[config.mk]
export PLATFORM = sky130hd
export DESIGN_NAME = mem_port_arbiter
export DESIGN_NICKNAME = d
export VERILOG_FILES = /design/src/rtl/mem_port_arbiter.sv
export SDC_FILE = /design/constraint.sdc
export NUM_CORES = 1
export LEC_CHECK = 0
export BUFFER_PORTS_ARGS = -buffer_cell sky130_fd_sc_hd__buf_4
export CAP_MARGIN = 20
export CELL_PAD_IN_SITES_DETAIL_PLACEMENT = 1
export CELL_PAD_IN_SITES_GLOBAL_PLACEMENT = 1
export CORE_MARGIN = 2
export CORE_UTILIZATION = 34
export CTS_CLUSTER_SIZE = 10
export DETAILED_ROUTE_END_ITERATION = 7
export PLACE_DENSITY_LB_ADDON = 0.1
export SLEW_MARGIN = 20
export SYNTH_ARGS = -nofsm -noshare
export SYNTH_HDL_FRONTEND = slang
export SYNTH_SLANG_ARGS = --single-unit
[constraint.sdc]
create_clock -name clk -period 3.46 [get_ports clk]
set_clock_uncertainty 0.2 [all_clocks]
set_input_delay 0.692 -clock clk [delete_from_list [all_inputs] [get_ports clk]]
set_output_delay 0.692 -clock clk [all_outputs]
set_load 0.02 [all_outputs]
[src/rtl/mem_port_arbiter.sv]
// Arbiter between instruction fetch and data access for one single-ported memory.
// Data wins ties unless fetch has already lost STARVE_LIMIT grants in a row.
//
//  state  | meaning
//  IDLE   | no access in flight; grant decision made here
//  GNT_IF | fetch access on the memory bus, waiting for mem_ready
//  GNT_DM | data access on the memory bus, waiting for mem_ready
//  DONE   | valid pulse to the served requester; no grant this cycle
module mem_port_arbiter #(
    parameter int ADDR_WIDTH   = 32,
    parameter int DATA_WIDTH   = 32,
    parameter int STARVE_LIMIT = 4
) (
    input  logic                  clk,
    input  logic                  reset,
    input  logic                  if_req,
    input  logic [ADDR_WIDTH-1:0] if_addr,
    input  logic                  dm_req,
    input  logic                  dm_we,
    input  logic [ADDR_WIDTH-1:0] dm_addr,
    input  logic [DATA_WIDTH-1:0] dm_wdata,
    output logic [DATA_WIDTH-1:0] if_rdata,
    output logic                  if_valid,
    output logic [DATA_WIDTH-1:0] dm_rdata,
    output logic                  dm_valid,
    output logic                  if_stall,
    output logic                  dm_stall,
    output logic                  mem_req,
    output logic                  mem_we,
    output logic [ADDR_WIDTH-1:0] mem_addr,
    output logic [DATA_WIDTH-1:0] mem_wdata,
    input  logic                  mem_ready,
    input  logic [DATA_WIDTH-1:0] mem_rdata
);

    typedef enum logic [1:0] {IDLE, GNT_IF, GNT_DM, DONE} state_t;

    localparam logic [3:0] LIMIT = 4'(STARVE_LIMIT);

    state_t                state_q, state_d;
    logic [3:0]            starve_cnt_q, starve_cnt_d;
    logic                  mem_req_q, mem_req_d;
    logic                  mem_we_q, mem_we_d;
    logic [ADDR_WIDTH-1:0] mem_addr_q, mem_addr_d;
    logic [DATA_WIDTH-1:0] mem_wdata_q, mem_wdata_d;
    logic [DATA_WIDTH-1:0] if_rdata_q, if_rdata_d;
    logic [DATA_WIDTH-1:0] dm_rdata_q, dm_rdata_d;
    logic                  if_valid_q, if_valid_d;
    logic                  dm_valid_q, dm_valid_d;

    always_comb begin
        state_d      = state_q;
        starve_cnt_d = starve_cnt_q;
        mem_req_d    = mem_req_q;
        mem_we_d     = mem_we_q;
        mem_addr_d   = mem_addr_q;
        mem_wdata_d  = mem_wdata_q;
        if_rdata_d   = if_rdata_q;
        dm_rdata_d   = dm_rdata_q;
        if_valid_d   = 1'b0;
        dm_valid_d   = 1'b0;

        case (state_q)
            IDLE: begin
                if (dm_req && (!if_req || starve_cnt_q != LIMIT)) begin
                    state_d     = GNT_DM;
                    mem_req_d   = 1'b1;
                    mem_we_d    = dm_we;
                    mem_addr_d  = dm_addr;
                    mem_wdata_d = dm_wdata;
                    // Only a waiting fetch counts as being passed over.
                    if (!if_req) begin
                        starve_cnt_d = 4'd0;
                    end else if (starve_cnt_q != LIMIT) begin
                        starve_cnt_d = starve_cnt_q + 4'd1;
                    end
                end else if (if_req) begin
                    state_d      = GNT_IF;
                    mem_req_d    = 1'b1;
                    mem_we_d     = 1'b0;
                    mem_addr_d   = if_addr;
                    mem_wdata_d  = '0;
                    starve_cnt_d = 4'd0;
                end
            end
            GNT_IF: begin
                if (mem_ready) begin
                    if_rdata_d = mem_rdata;
                    if_valid_d = 1'b1;
                    mem_req_d  = 1'b0;
                    state_d    = DONE;
                end
            end
            GNT_DM: begin
                if (mem_ready) begin
                    if (!mem_we_q) begin
                        dm_rdata_d = mem_rdata;
                    end
                    dm_valid_d = 1'b1;
                    mem_req_d  = 1'b0;
                    state_d    = DONE;
                end
            end
            DONE: begin
                state_d = IDLE;
            end
            default: begin
                state_d = IDLE;
            end
        endcase
    end

    always_ff @(posedge clk) begin
        if (reset) begin
            state_q      <= IDLE;
            starve_cnt_q <= 4'd0;
            mem_req_q    <= 1'b0;
            mem_we_q     <= 1'b0;
            mem_addr_q   <= '0;
            mem_wdata_q  <= '0;
            if_rdata_q   <= '0;
            dm_rdata_q   <= '0;
            if_valid_q   <= 1'b0;
            dm_valid_q   <= 1'b0;
        end else begin
            state_q      <= state_d;
            starve_cnt_q <= starve_cnt_d;
            mem_req_q    <= mem_req_d;
            mem_we_q     <= mem_we_d;
            mem_addr_q   <= mem_addr_d;
            mem_wdata_q  <= mem_wdata_d;
            if_rdata_q   <= if_rdata_d;
            dm_rdata_q   <= dm_rdata_d;
            if_valid_q   <= if_valid_d;
            dm_valid_q   <= dm_valid_d;
        end
    end

    assign if_rdata  = if_rdata_q;
    assign if_valid  = if_valid_q;
    assign dm_rdata  = dm_rdata_q;
    assign dm_valid  = dm_valid_q;
    assign mem_req   = mem_req_q;
    assign mem_we    = mem_we_q;
    assign mem_addr  = mem_addr_q;
    assign mem_wdata = mem_wdata_q;

    // Stalls are combinational so the hazard unit releases in the valid cycle.
    assign if_stall = if_req & ~if_valid_q;
    assign dm_stall = dm_req & ~dm_valid_q;

endmodule
==> results.py <==
metrics = {
    "cts": {
        "cts_max_level": 4,
        "cts_buffers": 17,
        "cts_tree": "yes",
        "ctsHoldBuffers": 0,
        "clkTransAtPathRegs_ns": 0.06,
        "ctsResizeCount": 0,
        "post-cts-setup-buffer-count": 0,
        "ctsRootBufferMaster": "clkbuf_16",
        "clkSinkCount": 138,
        "clockBufferDepth": 2,
        "clkLatencyLatePin_ns": 0.41,
    },
    "synth": {
        "synth-seq-cells": 138,
        "syn_avg_cell_area_sq_um": 8.091,
        "synth-main-ff-cell": "dfxtp_1",
        "synth_cell_types": 32,
        "ys_seq_area_share_pct": 51.04,
        "syn-cell-area_sq_um": 5413,
        "async_reset_ff_share_pct": 0,
        "synth_edf_count": 0,
        "synthCells": 669,
        "synth_warnings": 0,
        "syn-num-nets": 810,
    },
    "cells_and_area": {
        "drive_above_1_share_pct": 35.90,
        "antenna_cells": 0,
        "utilization_pct": 51.65,
        "nNetsFinal": 1051,
        "synthToLayoutAreaGrowth_pct": 49.93,
    },
    "drt": {
        "drtPass1Iterations": 5,
        "drt_iter0_drc": 190,
        "vias": 5506,
        "drc": 0,
        "wl_mm": 18.14,
        "routedWlPerCell_um": 15.94,
        "antenna_left": 0,
        "via_per_inst": 4.838,
    },
    "global_route": {
        "grt_pass1_vias": 5609,
        "antenna_found_initial": 0,
        "grtUsageTotal_pct": 20.78,
        "grt_max_degree": 67,
        "grt_first_pass_wirelength_mm": 27.91,
        "overflow": 0,
    },
    "timing": {
        "fmaxAchievable_ghz": 0.4320,
        "maxSlewViolCount": 0,
        "relSlewSlack_pct": 45.75,
        "worst_slew_pin_slew_ns": 0.8138,
        "hold_viol_final": 0,
        "timing.final.ws_setup_ns": 1.145,
        "fin_crit_ns": 2.315,
        "setup_tns_ns": 0,
        "rsz0062_at_grt": "no",
        "setup_viol": 0,
        "post-route-period-util_pct": 66.90,
    },
    "critical_path": {
        "critPathCaptureType": "flop",
        "r2r-start": "state_q[1]$_SDFFE_PP0P_",
        "path_max_fanout": 37,
        "cpPeakStageDelay_ns": 0.63,
        "worstPathArrival_ns": 2.44,
        "crit_required_ns": 3.59,
        "cp-startpoint": "state_q[1]$_SDFFE_PP0P_",
        "slowest_stage": "o21a_2",
        "cp_cell_sequence": "inv_1 -> ha_1 -> o21a_2 -> buf_12 -> nand3_1 -> a21oi_1",
        "path_class": "reg2reg",
        "regToRegSetupSlack_ns": 1.15,
        "cp-start-kind": "flop",
    },
    "floorplanning": {
        "rows": 46,
        "dieArea_sq_um": 16950,
        "die_w_um": 130.2,
        "die_h_um": 130.2,
        "io_pins": 268,
        "coreArea_sq_um": 15710,
        "start_util_pct": 34.45,
    },
    "flow_run": {
        "cap_violations": 0,
    },
    "status": {
        "status": "completed",
    },
    "power": {
        "p_leak_nw": 3.486,
        "max-vdd-ir-drop_mv": 0.3663,
        "power.density_nw_per_um2": 759.2,
    },
    "place": {
        "dp_worst_setup_slack_ns": 1.044,
        "place.gp.congestion": 0.7753,
        "port_buffers": 267,
        "dp_hpwl_mm": 12.80,
    },
    "min_path": {
        "hp-class": "reg2reg",
        "worstHoldStart": "dm_rdata[13]$_SDFFE_PP0P_",
    },
}
## critical path, delay by kind of cell (launching register included)
family                     cells  cell delay [ns]
adders and majority gates      1             0.33
AOI/OAI and AO/OA              2             0.83
DFF                            1             0.35
buffers and inverters          2             0.41
and+or+nand+nor                1             0.10
## power by group
| part | internal [mW] | switching, mW | leakage, nW | total, mW |
|---|---|---|---|---|
| clock network | 1.18 | 0.656 | 0.293 | 1.84 |
| logic | 0.879 | 1.39 | 2.07 | 2.27 |
| registers | 1.89 | 0.166 | 1.13 | 2.05 |
| total | 3.95 | 2.21 | 3.49 | 6.16 |
## metal layers
layer,share of wire (%),global-route usage (%),vias up
met1,41,24.60,2604
met4,1.7,7.527,0
met2,49,35.69,171
li1,-,-,2710
met3,7.9,6.232,21
met5,0,0,-
## synthesized netlist by cell type, drive strengths merged, types with 3 or more instances
master,number,area (sq um)
a211oi,34,305.3
a21oi,133,703.2
and2,3,21.27
buf,35,216.5
clkbuf,20,75.07
dfxtp,138,2763
ha,7,87.58
inv,4,15.01
nand2,199,747.0
nand3,35,175.2
nor2,44,165.2
nor2b,4,25.02
## cells by family (layout without fill, tap and decap cells)
logic type,Yosys count,in the layout,synth area share (%)
compound gates,175,175,19.79
fa+ha+maj,7,7,1.618
mux,1,1,0.1849
flops,138,138,51.04
simple gates,289,289,21.71
buf+inv,59,312,5.663
## layout make-up
class                   instances  area (sq um)
fillers                      1929          7597
multi-input cells             472          2355
repair buffers                277          2117
well taps                     216         270.3
flip-flops and latches        138          2763
inverters                       4         15.01
clock buffers                  23         478.0
clock inverters                 8         117.6
## path summary, 6_finish.rpt
check	end	cells past startpoint
min	dm_rdata[13]$_SDFFE_PP0P_	2
min reg2reg	dm_rdata[13]$_SDFFE_PP0P_	2
max reg2reg	mem_wdata[20]$_SDFFE_PP0P_	6
max	mem_wdata[20]$_SDFFE_PP0P_	6
## flip-flops by register name, summed over array words and instances, names as in the netlist
| signal | flops |
|---|---|
| starve_cnt_q | 4 |
| state_q | 2 |
| dm_rdata | 32 |
| dm_valid | 1 |
| mem_we | 1 |
| if_valid | 1 |
| if_rdata | 32 |
| mem_addr | 32 |
| mem_wdata | 32 |
| mem_req | 1 |
## metrics by stage
stage	cell area (sq um)	hold slack [ns]	instances	total power, mW
2_1_floorplan	5413	0.2711	669	3.477
3_3_place_gp	7520	0.2419	1107	4.285
3_5_place_dp	7520	0.2472	1107	4.379
4_1_cts	8115	0.2559	1138	6.242
5_1_grt	8115	0.2780	1138	6.526
6_report	8115	0.2537	1138	6.161
## layout by cell type (no fill, tap or decap), types with 7 or more instances in the layout
cell and count:
ha_1 7, nor2_1 43, dfxtp_1 138, nand3_1 35
buf_4 274, a21oi_1 123, a21oi_2 10, a211oi_1 24
nand2_1 199, a211oi_2 10, clkbuf_16 17
(Power assumes the default switching activity.)
